[src/rtl/cmp_conv_pkg.sv]
// Shared types and default parameters for the comparator conversion sequencer.
package cmp_conv_pkg;

   localparam int CNT_W_DEF      = 8;
   localparam int RST_CYCLES_DEF = 100;
   localparam int AVG_LOG2_DEF   = 2;

   typedef enum logic [1:0] {
      IDLE,
      DISCHARGE,
      INTEGRATE,
      OUTPUT
   } state_t;

endpackage

[src/rtl/cmp_sync.sv]
// Two-flop synchronizer for the asynchronous comparator output.
module cmp_sync (
   input  logic i_clk,
   input  logic i_rst,
   input  logic i_d,
   output logic o_q
);

   logic [1:0] r_ff;

   always_ff @(posedge i_clk) begin
      if (i_rst) r_ff <= '0;
      else       r_ff <= {r_ff[0], i_d};
   end

   assign o_q = r_ff[1];

endmodule

[src/rtl/cmp_conv_ctrl.sv]
// Comparator front-end sequencer: discharge, integrate, average, hand off.
// Define CMP_CONV_SYNC_EN to pass cmp through a two-flop synchronizer.
module cmp_conv_ctrl
   import cmp_conv_pkg::*;
#(
   parameter int CNT_W      = CNT_W_DEF,
   parameter int RST_CYCLES = RST_CYCLES_DEF,
   parameter int AVG_LOG2   = AVG_LOG2_DEF
) (
   input  logic             i_clk,
   input  logic             i_rst,
   input  logic             i_start,
   input  logic             i_cmp,
   output logic             o_ana_rst,
   output logic             o_busy,
   output logic [CNT_W-1:0] o_result,
   output logic             o_result_valid,
   input  logic             i_result_ready,
   output logic             o_timeout
);

   localparam int ACC_W = CNT_W + AVG_LOG2;
   localparam int IW    = AVG_LOG2 + 1;
   localparam int DW    = $clog2(RST_CYCLES) + 1;

   localparam logic [CNT_W-1:0] MAX      = '1;
   localparam logic [IW-1:0]    LAST_IDX = IW'((1 << AVG_LOG2) - 1);
   localparam logic [DW-1:0]    LAST_DIS = DW'(RST_CYCLES - 1);

   state_t             r_state;
   logic [DW-1:0]      r_dcnt;
   logic [CNT_W-1:0]   r_cnt;
   logic [IW-1:0]      r_idx;
   logic [ACC_W-1:0]   r_acc;
   logic               r_ana_rst;
   logic               r_busy;
   logic [CNT_W-1:0]   r_result;
   logic               r_valid;
   logic               r_timeout;

   logic               w_cmp_s;
   logic               w_sat;
   logic               w_end;
   logic [ACC_W-1:0]   w_acc_nxt;

`ifdef CMP_CONV_SYNC_EN
   cmp_sync u_sync (
      .i_clk (i_clk),
      .i_rst (i_rst),
      .i_d   (i_cmp),
      .o_q   (w_cmp_s)
   );
`else
   assign w_cmp_s = i_cmp;
`endif

   // Sample always equals cnt: on saturation cnt is already MAX.
   assign w_sat     = (r_cnt == MAX);
   assign w_end     = w_cmp_s | w_sat;
   assign w_acc_nxt = r_acc + ACC_W'(r_cnt);

   always_ff @(posedge i_clk) begin
      if (i_rst) begin
         r_state   <= IDLE;
         r_dcnt    <= '0;
         r_cnt     <= '0;
         r_idx     <= '0;
         r_acc     <= '0;
         r_ana_rst <= 1'b1;
         r_busy    <= 1'b0;
         r_result  <= '0;
         r_valid   <= 1'b0;
         r_timeout <= 1'b0;
      end else begin
         unique case (r_state)
            IDLE: begin
               r_ana_rst <= 1'b1;
               if (i_start) begin
                  r_acc     <= '0;
                  r_idx     <= '0;
                  r_timeout <= 1'b0;
                  r_dcnt    <= '0;
                  r_busy    <= 1'b1;
                  r_state   <= DISCHARGE;
               end
            end
            DISCHARGE: begin
               if (r_dcnt == LAST_DIS) begin
                  r_cnt     <= '0;
                  r_ana_rst <= 1'b0;
                  r_state   <= INTEGRATE;
               end else begin
                  r_dcnt <= r_dcnt + DW'(1);
               end
            end
            INTEGRATE: begin
               if (w_end) begin
                  r_acc     <= w_acc_nxt;
                  r_ana_rst <= 1'b1;
                  if (!w_cmp_s) r_timeout <= 1'b1;
                  if (r_idx != LAST_IDX) begin
                     r_idx   <= r_idx + IW'(1);
                     r_dcnt  <= '0;
                     r_state <= DISCHARGE;
                  end else begin
                     r_result <= w_acc_nxt[AVG_LOG2 +: CNT_W];
                     r_valid  <= 1'b1;
                     r_state  <= OUTPUT;
                  end
               end else begin
                  r_cnt <= r_cnt + CNT_W'(1);
               end
            end
            OUTPUT: begin
               if (i_result_ready) begin
                  r_valid <= 1'b0;
                  r_busy  <= 1'b0;
                  r_state <= IDLE;
               end
            end
            default: r_state <= IDLE;
         endcase
      end
   end

   assign o_ana_rst      = r_ana_rst;
   assign o_busy         = r_busy;
   assign o_result       = r_result;
   assign o_result_valid = r_valid;
   assign o_timeout      = r_timeout;

endmodule

[config.mk]
export PLATFORM = sky130hd
export DESIGN_NAME = cmp_conv_ctrl
export DESIGN_NICKNAME = d
export VERILOG_FILES = /design/src/rtl/cmp_conv_pkg.sv /design/src/rtl/cmp_sync.sv /design/src/rtl/cmp_conv_ctrl.sv
export SDC_FILE = /design/constraint.sdc
export NUM_CORES = 1
export LEC_CHECK = 0
export BUFFER_PORTS_ARGS = -buffer_cell sky130_fd_sc_hd__buf_2
export CORE_AREA = 2 2 70 72
export DETAILED_ROUTE_END_ITERATION = 8
export DIE_AREA = 0 0 72 74
export GPL_ROUTABILITY_DRIVEN = 0
export PLACE_DENSITY = 0.69
export SLEW_MARGIN = 10
export SYNTH_ARGS = -nofsm -noshare
export SYNTH_HDL_FRONTEND = slang
export SYNTH_SLANG_ARGS = --single-unit
[constraint.sdc]
create_clock -name i_clk -period 5.04 [get_ports i_clk]
set_clock_uncertainty 0.2 [all_clocks]
set_input_delay 1.008 -clock i_clk [delete_from_list [all_inputs] [get_ports i_clk]]
set_output_delay 1.008 -clock i_clk [all_outputs]
set_load 0.01 [all_outputs]
# Yosys cells after proc, flatten, opt, wreduce, memory -nomap -nowiden
# Index checks and enable logic that the tools add are counted.
# Widths: inputs -> output; s select.
[op_classes]
addsub = 4
eq_ne = 15
mux = 34
n_bitwise = 2
reduce_logical = 16
[op_table]
columns = ["cell", "count"]
rows = [
  ["$mux 8", 6],
  ["$pmux 8 s3", 1],
  ["$mux 10", 2],
  ["$pmux 10 s2", 1],
  ["$ne 2x2->1 const B", 9],
  ["$add 8x1->8 const B", 2],
  ["$pmux 8 s2", 1],
  ["$reduce_and 4->1", 4],
  ["$reduce_and 3->1", 5],
  ["$add 10x8->10", 1],
  ["$mux 2", 5],
  ["$mux 1", 9],
  ["$mux 3", 3],
  ["$eq 8x7->1 const B", 1],
  ["$eq 8x8->1 const B", 1],
  ["$pmux 2 s4", 1],
  ["$reduce_bool 2->1", 4],
  ["$pmux 1 s2", 3],
  ["$pmux 3 s2", 1],
  ["$reduce_and 5->1", 1],
  ["$eq 2x2->1 const B", 2],
  ["$add 3x1->3 const B", 1],
  ["$ne 3x2->1 const B", 1],
  ["$pmux 1 s3", 1],
  ["other kinds (5)", 5],
]
[totals]
ff_bits = 43
output_inout_bits = 12

# Depth between registers and ports, before layout
[logic_depth]
ltp_word = 4
mapped_depth = 8

# Least setup slack after synthesis
# No wires, ideal clock.
[synth_path]
kind = "reg2reg"
start = "register r_cnt[0]"
end = "register r_acc[6]"
setup_time_ns = 0.087
arrival_ns = 1.812
setup_slack_ns = 2.941
stages_incl_launch_ff = 9
n_path_buf = 0
period_less_slack_ns = 2.099
path_cell_list = "dfxtp_1 > ha_1 > inv_1 > fa_1 > nor2b_1 > o31a_1 > nor2_1 > o311a_1 > o31ai_1"
[synth_via]
elab_chain_cells = 4
[synth_lines]
columns = ["item", "line", "source"]
rows = [
  ["from (decl)", "cmp_conv_ctrl.sv:32", "logic [CNT_W-1:0] r_cnt;"],
  ["from (signal assigned)", "cmp_conv_ctrl.sv:111", "r_cnt <= r_cnt + CNT_W'(1);"],
  ["branches (longest 4 deep; another with $add 10x8->10)", "--", ""],
  ["to (signal assigned)", "cmp_conv_ctrl.sv:98", "r_acc <= w_acc_nxt;"],
  ["to (decl)", "cmp_conv_ctrl.sv:34", "logic [ACC_W-1:0] r_acc;"],
]
# Parallel ways; which one is timed is not known. The select of a mux whose other input is x is not followed.
# A chain may end at the register's enable or synchronous reset.

# Worst setup path in the final report
# Same ends and word-level chain as after synthesis.

==> metrics <==
GRT overflow=0; DP Area=~2400 um^2; Post-CTS Hold Fix Bufs=0; Yosys top cell area share=0.370; slowest CP cell=dfxtp_1; register share of total power=0.532; crit path kind=register to register; # fillers=436; Synth cell types=60; via count=1963; clock-pin slew on the worst setup and hold paths=~90 ps; CTS HTree Levels=2; area grow syn2layout=9.52%; Crit Path Max Fanout=5; Die Y=about 74 um; Via density=5.82; largest net degree at the start of global routing=33; Setup TNS Final=0 ps; Combinational Power Share=0.054; worst slew pin tran=just under 600 ps; post-synthesis average cell area=approximately 8.7 um^2; WP data arrival=between 2000 and 2500 ps; status=finished, final reports clean; P_leak=roughly 1 nW; number of synthesized flops with an enable pin=0; number of setup buffers added after CTS=0; Max Root-Sink Buffers=2; Tot Pwr=0.654 mW; clock power share=0.414; Routed WL=5010 um; Net Switching=roughly 0.15 mW; asr flop ratio synth=0; number of buffers created by CTS=5; endpoints failing setup=0; Int Power=around 0.5 mW; IO Pins=17; top post-synthesis cells by area=dfxtp_1, ha_1, nor2_1, a21oi_1, nand2_1; RSZ-0062 raised after global routing=false; post-cts resize count=0; Overall Global Routing Usage=0.209; Final min period=roughly 2400 ps; initial antenna violation count=0; CTS Sinks=43; CP max stage delay=approximately 430 ps; Initial Util=0.506; Max Cap Violations=0; sequential fraction of the synthesis area=0.370; Setup crit start kind=register; layout cells sized above 1=0.124; first-pass GRT wire length=8780 um; Die X=72 um; HP Class=register to register; final period utilization=0.473; row count=25; CP required=around 5100 ps; die area=approximately 5300 um^2; Slew HR=0.605; WL per Instance=14.9 um; synth cell count leaders=dfxtp_1, nor2_1, nand2_1, a21oi_1, nand3_1; antenna viol nets, final=0; Mapped Cells=roughly 270; TritonRoute pass-1 iters=4; cell taking the most area after synthesis=dfxtp_1; VDD IR max=~170 uV; CTS tree=yes; HPWL Detailed=3650 um; Top FF cell, synth=dfxtp_1; DRC=0; vias in the first global route=1823; # diodes=0; CP Cell Sequence=ha_1 > inv_1 > fa_1 > nor2b_1 > o31a_1 > nor2_1 > o311a_1 > o31ai_1; Slew Viols, Final=0; number of port buffers=16; Synth Net Count=roughly 290; CP delay by family, top=compound AO/OA/AOI/OAI gates; Warnings, synthesis=0; pwr/cell area=257 nW/um^2; Core Region=~4600 um^2; Worst Path Buf+Inv=1; post-route cell area=2550 um^2; Post-Syn Area=~2300 um^2; switching portion of total power=0.232; crit path capture type=register; Final Hold Viols=0; clk root buf=clkbuf_8; Fin Hold WS=roughly 270 ps; worst skew pair latency=300 ps; count leader, synth=dfxtp_1; Nets=300; fmax=around 420 MHz; Initial DRC Count=69; Synth Register Bits=43
-- cell type report --
cell class | count | area, um^2 | area share
multi-input cells | 206 | 1390 | 0.545
flip-flops and latches | 43 | 861 | 0.338
repair buffers | 16 | 80.1 | 0.0314
clock buffers | 5 | 68.8 | 0.0270
well taps | 54 | 67.6 | 0.0265
clock inverters | 3 | 43.8 | 0.0172
inverters | 10 | 37.5 | 0.0147
-- state kept, by name, summed over array words and instances, names as in the netlist --
name / flops
o_timeout: 1
r_state: 2
o_busy: 1
o_result: 8
r_cnt: 8
r_dcnt: 8
r_acc: 10
r_idx: 3
o_result_valid: 1
o_ana_rst: 1
-- cells in the final DEF, fill, tap and decap left out, types with 2 or more instances in the layout --
master | synthesis | layout
dfxtp_1 | 43 | 43
nor2_1 | 33 | 33
nand2_1 | 20 | 20
a21oi_1 | 17 | 17
buf_2 | 1 | 16
nand3_1 | 13 | 13
ha_1 | 12 | 12
inv_1 | 10 | 10
nor3_1 | 7 | 7
o21ai_0 | 7 | 7
xnor2_1 | 6 | 6
xor2_1 | 6 | 6
a21o_1 | 5 | 5
and3_1 | 5 | 5
mux2i_1 | 5 | 5
clkbuf_8 | 0 | 5
a311oi_1 | 4 | 4
nand4_1 | 4 | 4
o211a_1 | 4 | 4
o22ai_1 | 4 | 4
a211oi_1 | 3 | 3
or3_1 | 3 | 3
o21a_1 | 3 | 3
o31ai_1 | 3 | 3
nand2b_1 | 2 | 2
a22oi_1 | 2 | 2
nor2b_1 | 2 | 2
or2_2 | 2 | 2
a31oi_1 | 2 | 2
and2_1 | 2 | 2
o21bai_1 | 2 | 2
-- stage by stage --
stage	util	setup WS, ps	instances
2_1_floorplan	-	2940	267
3_3_place_gp	0.530	2550	329
3_5_place_dp	0.530	2500	329
4_1_cts	0.554	2670	337
5_1_grt	0.554	2520	337
6_report	0.554	2660	337
-- cell families after synthesis --
group / after synthesis / share of synthesized area
buf+inv: 18 / 0.0328
simple gates: 103 / 0.221
flops: 43 / 0.370
xor+xnor: 12 / 0.0452
mux: 6 / 0.0264
fa+ha+maj: 13 / 0.0732
compound gates: 72 / 0.232
-- final timing paths --
kind | start | to | slack [ps] | cells after the start
max | r_cnt[0] | r_acc[6] | 2660 | 8
min | r_acc[3] | r_acc[3] | 270 | 2
max reg2reg | r_cnt[0] | r_acc[6] | 2660 | 8
min reg2reg | r_acc[3] | r_acc[3] | 270 | 2
-- power groups by stage --
stage	clock network (mW)	logic, mW	registers (mW)
finish	0.271	0.0352	0.348
global route	0.293	0.0402	0.349
CTS	0.278	0.0353	0.347
detailed placement	0	0.0352	0.356
global placement	0	0.0347	0.355
floorplan	0	0.0269	0.354
-- per-layer routing --
layer / global-route usage / up-vias / part of all wire
li1: - / 1016 / -
met1: 0.307 / 903 / 0.52
met2: 0.310 / 36 / 0.43
met3: 0.0447 / 8 / 0.038
met4: 0.0629 / 0 / 0.014
met5: 0 / - / 0
-- worst min-delay path, delay by kind of cell (launching register included) --
family / cells / cell delay, ps
AO/OA/AOI/OAI: 1 / 50
AND/OR/NAND/NOR: 1 / 60
flip-flops: 1 / 330
Power figures use the tool's default switching activity.
